## src/rtl/sys_bus_pkg.sv

```systemverilog
// Shared types and default SoC address map for the system bus controller and decoder.
package sys_bus_pkg;

  typedef enum logic [1:0] {
    StIdle   = 2'd0,
    StActive = 2'd1,
    StResp   = 2'd2,
    StErr    = 2'd3
  } bus_state_e;

  localparam int unsigned SocNumSlaves = 12;
  localparam logic [31:0] SocErrData   = 32'hDEAD_BEEF;

  // Slot order 11..0: spare 0xFFFFxxxx catch-all, memory, VGA, USB DPRAM, DPRAM, hyper-RAM,
  // kbd, sys_ctrl, UART, timer, GPIO, SPI flash.
  localparam logic [32*SocNumSlaves-1:0] SocSlvBase = {
    32'hFFFF_0000, 32'h1000_0000, 32'hFFFD_0000, 32'hFFFE_0000,
    32'h0000_0000, 32'h8000_0000, 32'hFFFF_0500, 32'hFFFF_0400,
    32'hFFFF_0300, 32'hFFFF_0200, 32'hFFFF_0100, 32'h2000_0000
  };

  localparam logic [32*SocNumSlaves-1:0] SocSlvMask = {
    32'hFFFF_0000, 32'hF000_0000, 32'hFFFF_0000, 32'hFFFF_F000,
    32'hFFFF_F000, 32'hC000_0000, 32'hFFFF_FF00, 32'hFFFF_FF00,
    32'hFFFF_FF00, 32'hFFFF_FF00, 32'hFFFF_FF00, 32'hF000_0000
  };

endpackage

```

## src/rtl/sys_bus_decode.sv

```systemverilog
// Combinational base/mask address match with lowest-index priority; shared with the DMA bus.
module sys_bus_decode
  import sys_bus_pkg::*;
#(
  parameter int unsigned                NUM_SLAVES = SocNumSlaves,
  parameter logic [32*NUM_SLAVES-1:0]   SLV_BASE   = SocSlvBase,
  parameter logic [32*NUM_SLAVES-1:0]   SLV_MASK   = SocSlvMask
) (
  input  logic [31:0]           addr_i,
  output logic [NUM_SLAVES-1:0] match_oh_o,
  output logic                  no_match_o
);

  // Scan high to low so the last hit written, the lowest index, wins.
  always_comb begin
    match_oh_o = '0;
    for (int i = NUM_SLAVES - 1; i >= 0; i--) begin
      if ((addr_i & SLV_MASK[32*i +: 32]) == SLV_BASE[32*i +: 32]) begin
        match_oh_o    = '0;
        match_oh_o[i] = 1'b1;
      end
    end
  end

  assign no_match_o = ~|match_oh_o;

endmodule

```

## src/rtl/sys_bus_ctrl.sv

```systemverilog
// Registered bus controller: per-transaction FSM, ready watchdog, error response and capture.
module sys_bus_ctrl
  import sys_bus_pkg::*;
#(
  parameter int unsigned              NUM_SLAVES     = SocNumSlaves,
  parameter logic [32*NUM_SLAVES-1:0] SLV_BASE       = SocSlvBase,
  parameter logic [32*NUM_SLAVES-1:0] SLV_MASK       = SocSlvMask,
  parameter int unsigned              DEFAULT_SLAVE  = 7,
  parameter int unsigned              TIMEOUT_CYCLES = 1023,
  parameter logic [31:0]              ERR_DATA       = SocErrData
) (
  input  logic                    clk,
  input  logic                    resetn,
  input  logic                    mem_valid,
  input  logic [31:0]             mem_addr,
  output logic                    mem_ready,
  output logic [31:0]             mem_rdata,
  output logic [NUM_SLAVES-1:0]   enables,
  input  logic [NUM_SLAVES-1:0]   slv_ready,
  input  logic [32*NUM_SLAVES-1:0] slv_rdata,
  input  logic                    err_clr,
  output logic                    bus_err,
  output logic [31:0]             err_addr
);

  localparam int unsigned TimerW = (TIMEOUT_CYCLES > 0) ? $clog2(TIMEOUT_CYCLES + 1) : 1;
  // Shifting past the top bit yields zero, i.e. no default slave.
  localparam logic [NUM_SLAVES-1:0] DefaultOh = NUM_SLAVES'(1) << DEFAULT_SLAVE;

  bus_state_e            state_q, state_d;
  logic [NUM_SLAVES-1:0] enables_q, enables_d;
  logic [TimerW-1:0]     timer_q, timer_d;
  logic                  mem_ready_q, mem_ready_d;
  logic [31:0]           mem_rdata_q, mem_rdata_d;
  logic                  bus_err_q, bus_err_d;
  logic [31:0]           err_addr_q, err_addr_d;

  logic [NUM_SLAVES-1:0] match_oh, sel_oh;
  logic                  no_match, sel_ready, timeout_hit, err_set;
  logic [31:0]           sel_rdata;
  logic [TimerW:0]       timer_inc;

  sys_bus_decode #(
    .NUM_SLAVES(NUM_SLAVES),
    .SLV_BASE  (SLV_BASE),
    .SLV_MASK  (SLV_MASK)
  ) u_decode (
    .addr_i    (mem_addr),
    .match_oh_o(match_oh),
    .no_match_o(no_match)
  );

  assign sel_oh      = no_match ? DefaultOh : match_oh;
  assign sel_ready   = |(slv_ready & enables_q);
  assign timer_inc   = {1'b0, timer_q} + (TimerW + 1)'(1);
  assign timeout_hit = (TIMEOUT_CYCLES != 0) && (timer_inc == (TimerW + 1)'(TIMEOUT_CYCLES));

  always_comb begin
    sel_rdata = '0;
    for (int i = 0; i < NUM_SLAVES; i++) begin
      sel_rdata |= slv_rdata[32*i +: 32] & {32{enables_q[i]}};
    end
  end

  always_comb begin
    state_d     = state_q;
    enables_d   = enables_q;
    timer_d     = timer_q;
    mem_ready_d = 1'b0;
    mem_rdata_d = mem_rdata_q;
    err_set     = 1'b0;
    case (state_q)
      StIdle: begin
        if (mem_valid) begin
          timer_d = '0;
          if (sel_oh == '0) begin
            state_d     = StErr;
            mem_ready_d = 1'b1;
            mem_rdata_d = ERR_DATA;
            err_set     = 1'b1;
          end else begin
            state_d   = StActive;
            enables_d = sel_oh;
          end
        end
      end
      StActive: begin
        if (!mem_valid) begin
          state_d   = StIdle;
          enables_d = '0;
        end else if (sel_ready) begin
          state_d     = StResp;
          enables_d   = '0;
          mem_ready_d = 1'b1;
          mem_rdata_d = sel_rdata;
        end else if (timeout_hit) begin
          state_d     = StErr;
          enables_d   = '0;
          mem_ready_d = 1'b1;
          mem_rdata_d = ERR_DATA;
          err_set     = 1'b1;
        end else if (!(&timer_q)) begin
          timer_d = timer_q + TimerW'(1);
        end
      end
      default: state_d = StIdle;
    endcase
  end

  // Clear beats a same-cycle error; otherwise only the first error address is kept.
  always_comb begin
    bus_err_d  = bus_err_q;
    err_addr_d = err_addr_q;
    if (err_clr) begin
      bus_err_d = 1'b0;
    end else if (err_set && !bus_err_q) begin
      bus_err_d  = 1'b1;
      err_addr_d = mem_addr;
    end
  end

  always_ff @(posedge clk or negedge resetn) begin
    if (!resetn) begin
      state_q     <= StIdle;
      enables_q   <= '0;
      timer_q     <= '0;
      mem_ready_q <= 1'b0;
      mem_rdata_q <= '0;
      bus_err_q   <= 1'b0;
      err_addr_q  <= '0;
    end else begin
      state_q     <= state_d;
      enables_q   <= enables_d;
      timer_q     <= timer_d;
      mem_ready_q <= mem_ready_d;
      mem_rdata_q <= mem_rdata_d;
      bus_err_q   <= bus_err_d;
      err_addr_q  <= err_addr_d;
    end
  end

  assign mem_ready = mem_ready_q;
  assign mem_rdata = mem_rdata_q;
  assign enables   = enables_q;
  assign bus_err   = bus_err_q;
  assign err_addr  = err_addr_q;

endmodule

```

## config.mk

```make
export PLATFORM = sky130hd
export DESIGN_NAME = sys_bus_ctrl
export DESIGN_NICKNAME = d
export VERILOG_FILES = /design/src/rtl/sys_bus_pkg.sv /design/src/rtl/sys_bus_decode.sv /design/src/rtl/sys_bus_ctrl.sv
export SDC_FILE = /design/constraint.sdc
export NUM_CORES = 1
export LEC_CHECK = 0
export ABC_AREA = 1
export CAP_MARGIN = 15
export CORE_AREA = 5 5 198 200
export DETAILED_ROUTE_END_ITERATION = 16
export DIE_AREA = 0 0 203 205
export DONT_BUFFER_PORTS = 1
export PLACE_DENSITY = 0.3
export SETUP_SLACK_MARGIN = 0.02
export SYNTH_ARGS = -nofsm -noshare
export SYNTH_HDL_FRONTEND = slang
export SYNTH_SLANG_ARGS = --single-unit
```

## constraint.sdc

```tcl
create_clock -name clk -period 4.1 [get_ports clk]
set_input_delay 0.615 -clock clk [delete_from_list [all_inputs] [get_ports clk]]
set_output_delay 0.615 -clock clk [all_outputs]
set_load 0.02 [all_outputs]
```

---- Word-level counts from Yosys, hierarchy flattened ----
Cells that the tools add are included.
word-level totals
  bits in registers ....................... 90
  output and inout bits ................... 78
cells by class
  add/sub/neg operators ................... 2
  equal/unequal tests ..................... 22
  mux-type cells .......................... 48
  bitwise gates (word level) .............. 25
  reductions and logical operators ........ 15
operator list
  cell                     count
  $and A32 B32 Y32         12
  $or A32 B32 Y32          11
  $mux W12                 18
  $mux W32                 5
  $eq A24 B24 Y1 const B   5
  $pmux W32 S2             1
  $mux W10                 5
  $eq A16 B16 Y1 const B   2
  $logic_not A32 Y1        1
  $pmux W12 S2             1
  $reduce_or A12 Y1        2
  $eq A20 B20 Y1 const B   1
  $pmux W10 S2             1
  $ne A2 B2 Y1 const B     7
  $and A12 B12 Y12         1
  $logic_not A12 Y1        1
  $add A10 B1 Y11 const B  1
  $eq A11 B10 Y1 const B   1
  $add A10 B1 Y10 const B  1
  $mux W2                  5
  $reduce_and A10 Y1       1
  $mux W1                  9
  $reduce_and A6 Y1        1
  $reduce_and A5 Y1        1
  other kinds (15)         18

---- Logic depth before layout (Yosys ltp) ----
  word-level depth ........................ 22
  mapped depth ............................ 16

---- Cells and area by module ----
A second synthesis with hierarchy kept.
unflattened totals
  cell total of the unflattened synthesis .. 1,149
  area total of the unflattened synthesis .. 7,108.1 µm²
modules (own cells, without submodules)
  module          times used  cells an instance  area an instance (µm²)  seq. area each (µm²)
  sys_bus_ctrl    1           1,040              6,620.1                 2,252.2
  sys_bus_decode  1           109                488.0                   0.0

---- Least setup slack after synthesis ----
No wires, ideal clock.
  path type ............................... reg2reg
  from .................................... reg timer_q[1]
  to ...................................... reg mem_rdata_q[12] (netlist: mem_rdata[12])
  setup time .............................. 0.132 ns
  data arrival time ....................... 1.730 ns
  required time ........................... 3.968 ns
  path slack .............................. 2.238 ns
  cell stages (with the launch flop) ...... 15
  path through ............................ dfrtp_1 -> ha_1 -> nand3_1 -> inv_2 -> nand3_1 -> nand2_1 -> nand2_1 -> nor2_1 -> nand4_2 -> nand2_1 -> nand2_1 -> buf_6 -> buf_6 -> nand2_1 -> o21ai_1
between the ends
  cells in the longest elaborated chain, start to end .. 4
RTL lines
  element                      line                 source
  start: declaration           sys_bus_ctrl.sv:32   logic [TimerW-1:0] timer_q, timer_d;
  start signal: assignment     sys_bus_ctrl.sv:134  timer_q <= timer_d;
  $add A10 B1 Y11              sys_bus_ctrl.sv:55   assign timer_inc = {1'b0, timer_q} + (TimerW + 1)'(1);
  $eq A11 B10 Y1               sys_bus_ctrl.sv:56   assign timeout_hit = (TIMEOUT_CYCLES != 0) && (timer_inc == (TimerW + 1)'(TIMEOUT_CYCLES));
  $ne A3 B3 Y1 (no line)       --
  $reduce_and A5 Y1 (no line)  --
  end signal: assignment       sys_bus_ctrl.sv:136  mem_rdata_q <= mem_rdata_d;
  end: declaration             sys_bus_ctrl.sv:34   logic [31:0] mem_rdata_q, mem_rdata_d;
No other way between the ends.
A chain may end at the register's enable or synchronous reset.

---- Worst setup path after layout ----
  from .................................... reg enables_q[10] (netlist: enables[10])
  to ...................................... reg mem_rdata_q[3] (netlist: mem_rdata[3])
between the ends
  cells in the longest elaborated chain, start to end .. 6
  elaborated cells on any way between the ends .. 10
  those cells by class .................... eq/ne: 1; mux: 3; bitwise: 4; reduce/logical: 2
RTL lines
  element                        line                 source
  start: declaration             sys_bus_ctrl.sv:31   logic [NUM_SLAVES-1:0] enables_q, enables_d;
  start signal: assignment       sys_bus_ctrl.sv:133  enables_q <= enables_d;
  $and A32 B32 Y32               sys_bus_ctrl.sv:61   sel_rdata |= slv_rdata[32*i +: 32] & {32{enables_q[i]}};
  $or A32 B32 Y32 (2 in series)  sys_bus_ctrl.sv:61
  $mux W32                       sys_bus_ctrl.sv:91   end else if (sel_ready) begin
  $mux W32                       sys_bus_ctrl.sv:88   if (!mem_valid) begin
  $pmux W32 S2                   sys_bus_ctrl.sv:72   case (state_q)
Parallel ways exist; a longest one is shown, timed or not. The select of a mux whose other input is x is not followed.

==> impl_metrics.prom <==
# TYPE chip_impl_metric gauge
chip_impl_info{name="outcome",value="completed"} 1
chip_impl_info{name="cp-start-kind",value="flip-flop"} 1
chip_impl_info{name="cts_root_buf",value="sky130_fd_sc_hd__clkbuf_16"} 1
chip_impl_metric{name="synth_adder_area_share",unit="%"} 0.372
chip_impl_metric{name="ffs_latches_synth",unit=""} 90
chip_impl_metric{name="timing.final.crit_share",unit="%"} 67.7
chip_impl_info{name="path_class",value="flip-flop to flip-flop"} 1
chip_impl_metric{name="wire_length_of_the_first_global_routing_pass",unit="mm"} 54.9
chip_impl_metric{name="detailedRoute.firstIterationViolations",unit=""} 510
chip_impl_metric{name="timing.critical_path.fanout_max",unit=""} 27
chip_impl_metric{name="number_of_antenna_violations_at_the_first_check_in_global_routing",unit=""} 16
chip_impl_metric{name="synthXorXnorAreaFrac",unit="%"} 0.260
chip_impl_metric{name="clockBufferDepth",unit=""} 2
chip_impl_metric{name="numPlacedInstances",unit=""} 1495
chip_impl_metric{name="cts_sinks",unit=""} 90
chip_impl_info{name="type_of_destination_of_the_critical_path",value="flip-flop"} 1
chip_impl_metric{name="initial_core_util",unit="%"} 18.1
chip_impl_metric{name="place.gp.congestion",unit=""} 0.864
chip_impl_info{name="grt_setup_unrepaired",value="no"} 1
chip_impl_metric{name="pin_count",unit=""} 510
chip_impl_metric{name="setup-violations-final",unit=""} 0
chip_impl_metric{name="cp_data_required_time",unit="ns"} 4.38
chip_impl_metric{name="drt.antenna.violating_nets",unit=""} 0
chip_impl_metric{name="number_of_buffers_inserted_during_clock_tree_synthesis",unit=""} 9
chip_impl_metric{name="timing_hold_violations_final",unit=""} 0
chip_impl_info{name="cts_tree",value="built"} 1
chip_impl_metric{name="core.rowCount",unit=""} 71
chip_impl_metric{name="insertion_delay",unit="ns"} 0.36
chip_impl_metric{name="static_leakage",unit="nW"} 3.38
chip_impl_metric{name="cellPowerDensity",unit="nW/um^2"} 434
chip_impl_metric{name="coreArea",unit="sq um"} 37200
chip_impl_metric{name="cap_viol_max_count",unit=""} 0
chip_impl_metric{name="chipWidth",unit="um"} 203
chip_impl_metric{name="grt_util_all_layers",unit="%"} 18.0
chip_impl_metric{name="number_of_gates_resized_after_cts",unit=""} 0
chip_impl_metric{name="fin_crit",unit="ns"} 2.78
chip_impl_metric{name="grt_start_max_net_pins",unit=""} 91
chip_impl_metric{name="synthesis.area_per_instance",unit="sq um"} 6.28
chip_impl_metric{name="synth_compound_area_share",unit="%"} 12.0
chip_impl_metric{name="design.final.nets",unit=""} 1467
chip_impl_metric{name="die_h",unit="um"} 205
chip_impl_metric{name="wl_per_cell",unit="um"} 26.2
chip_impl_metric{name="achievable-frequency",unit="MHz"} 360
chip_impl_metric{name="finalWirelength",unit="mm"} 39.9
chip_impl_metric{name="clock-skew-final",unit="ns"} 0.00893
chip_impl_metric{name="num_vias",unit=""} 7452
chip_impl_metric{name="synth.net_count",unit=""} 1507
chip_impl_metric{name="post_synth_mux_area_share",unit="%"} 0
chip_impl_metric{name="avgViaCountPerCell",unit=""} 4.91
chip_impl_metric{name="setup_total_negative_slack",unit="ns"} 0
chip_impl_metric{name="finalNonFillerCells",unit=""} 1519
chip_impl_metric{name="mappedNetlistArea",unit="sq um"} 6740
chip_impl_metric{name="slew_violations",unit=""} 0
chip_impl_metric{name="cp_data_arrival_time",unit="ns"} 3.05
chip_impl_metric{name="yosysSeqAreaShare",unit="%"} 33.4
chip_impl_info{name="mostFrequentLayoutCell",value="sky130_fd_sc_hd__nand2_1"} 1
chip_impl_info{name="holdCritPathClass",value="input pin to asynchronous set/reset pin"} 1
chip_impl_metric{name="drc_errors",unit=""} 0
chip_impl_metric{name="grt_pass1_vias",unit=""} 7534
chip_impl_metric{name="vdd_ir_drop_max",unit="V"} 0.000201
chip_impl_metric{name="place_hpwl",unit="mm"} 31.4
chip_impl_metric{name="die_area",unit="sq um"} 41600
chip_impl_metric{name="synth-warning-count",unit=""} 0
chip_impl_info{name="final_cell_mix",value="505 x sky130_fd_sc_hd__nand2_1, 78 x sky130_fd_sc_hd__dfrtp_1, 64 x sky130_fd_sc_hd__nand4_1, 63 x sky130_fd_sc_hd__inv_1, 57 x sky130_fd_sc_hd__nor2_1"} 1
chip_impl_metric{name="synth_simple_gate_area_share",unit="%"} 45.5
chip_impl_metric{name="gate_count_after_technology_mapping",unit=""} 1073
chip_impl_metric{name="globalRouteOverflowTotal",unit=""} 0
chip_impl_metric{name="clock_tree.htree_level_count",unit=""} 3
chip_impl_metric{name="drive_gt1_share",unit="%"} 6.45
chip_impl_metric{name="syn2layout_area_growth",unit="%"} 11.3
chip_impl_info{name="dominant_combinational_cell_family_by_area_after_synthesis",value="simple AND/OR/NAND/NOR gates"} 1
chip_impl_metric{name="port_buffers",unit=""} 0
chip_impl_metric{name="power.total",unit="mW"} 3.25
chip_impl_metric{name="drtPass1Iterations",unit=""} 5
chip_impl_metric{name="slew_headroom",unit="%"} 47.1
chip_impl_metric{name="synth_cell_type_count",unit=""} 32
chip_impl_metric{name="worst_pin_slew",unit="ns"} 0.791
chip_impl_metric{name="clk_transition_reported_paths",unit="ns"} 0.07
## sequential cells by signal, indices dropped and copies added, names as in the netlist
signal / count
err_addr: 32
mem_rdata: 32
enables: 12
timer_q: 10
state_q: 2
bus_err: 1
mem_ready: 1
## Yosys cell counts (all sizes together)
master | count | area, sq um
nand2 | 508 | 1910
dfrtp | 90 | 2250
nor3 | 25 | 130
a2111oi | 2 | 17.5
a211oi | 3 | 22.5
clkinv | 1 | 5.00
clkbuf | 50 | 188
inv | 66 | 248
buf | 17 | 125
nor2 | 62 | 255
a221oi | 26 | 228
a22o | 19 | 166
o21ai | 59 | 322
o21a | 1 | 7.51
xor2 | 2 | 17.5
a21oi | 9 | 45.0
nand3 | 57 | 303
nor4 | 9 | 56.3
nand4 | 65 | 413
ha | 2 | 25.0
## worst paths after layout
kind	slack, ns	to	start	cells past startpoint
min in group clk	0.31	bus_err	err_clr	1
setup reg to reg	1.32	mem_rdata[3]	enables[10]	7
max in group asynchronous	3.49	mem_rdata[16]	resetn	1
setup / recovery	1.32	mem_rdata[3]	enables[10]	7
hold / removal	0.14	mem_ready	resetn	1
hold reg to reg	0.53	timer_q[7]	timer_q[7]	2
## per-layer routing
metal	share of wire, %	up-vias	track usage, %
met4	3.1	18	6.69
met1	37	3526	20.4
met2	48	369	29.8
li1	-	3474	-
met5	0.29	-	0
met3	11	65	8.34
## critical path, stage by stage, from the launching register on
cell and delay (ns):
sky130_fd_sc_hd__dfrtp_2 0.60, sky130_fd_sc_hd__a221oi_1 0.57, sky130_fd_sc_hd__nand3_1 0.28, sky130_fd_sc_hd__nand2_2 0.66, sky130_fd_sc_hd__inv_1 0.30, sky130_fd_sc_hd__nand2_1 0.13, sky130_fd_sc_hd__nor2_1 0.04, sky130_fd_sc_hd__o21ai_1 0.10
## timing repair
action                                 CTS  global route
buffers inserted                         0             0
hold buffers                             1             0
endpoints found under the hold margin   90             0
## where the power goes
| group | switching [mW] | internal (mW) |
|---|---|---|
| Clock | 0.424 | 0.437 |
| Sequential | 0.382 | 1.05 |
| Combinational | 0.665 | 0.296 |
## through the flow
stage | setup slack [ns] | instance area, sq um | hold WS (ns) | utilization, %
2_1_floorplan | 2.24 | 6740 | 0.319 | -
3_3_place_gp | 1.25 | 7160 | 0.330 | 19.2
3_5_place_dp | 1.18 | 7160 | 0.330 | 19.2
4_1_cts | 1.17 | 7480 | 0.201 | 20.1
5_1_grt | 1.02 | 7490 | 0.175 | 20.1
6_report | 1.32 | 7490 | 0.142 | 20.1
## kinds of logic (layout without fill, tap and decap cells)
logic type	count (synthesis)	after routing
other	0	7
xor gates and xnor gates	2	2
adders and majority gates	2	2
AOI/OAI and AO/OA	119	119
and+or+nand+nor	726	726
DFF	90	90
buffers and inverters	134	99
## cell type report
type,count,area [sq um]
antenna,7,17.5
clock buffer,10,239
clock inverter,6,50.0
fill,4347,29700
inverter,67,253
multi-input combinational,849,3920
sequential,90,2270
tap,474,593
timing repair buffer,16,153
(Power assumes the default switching activity.)
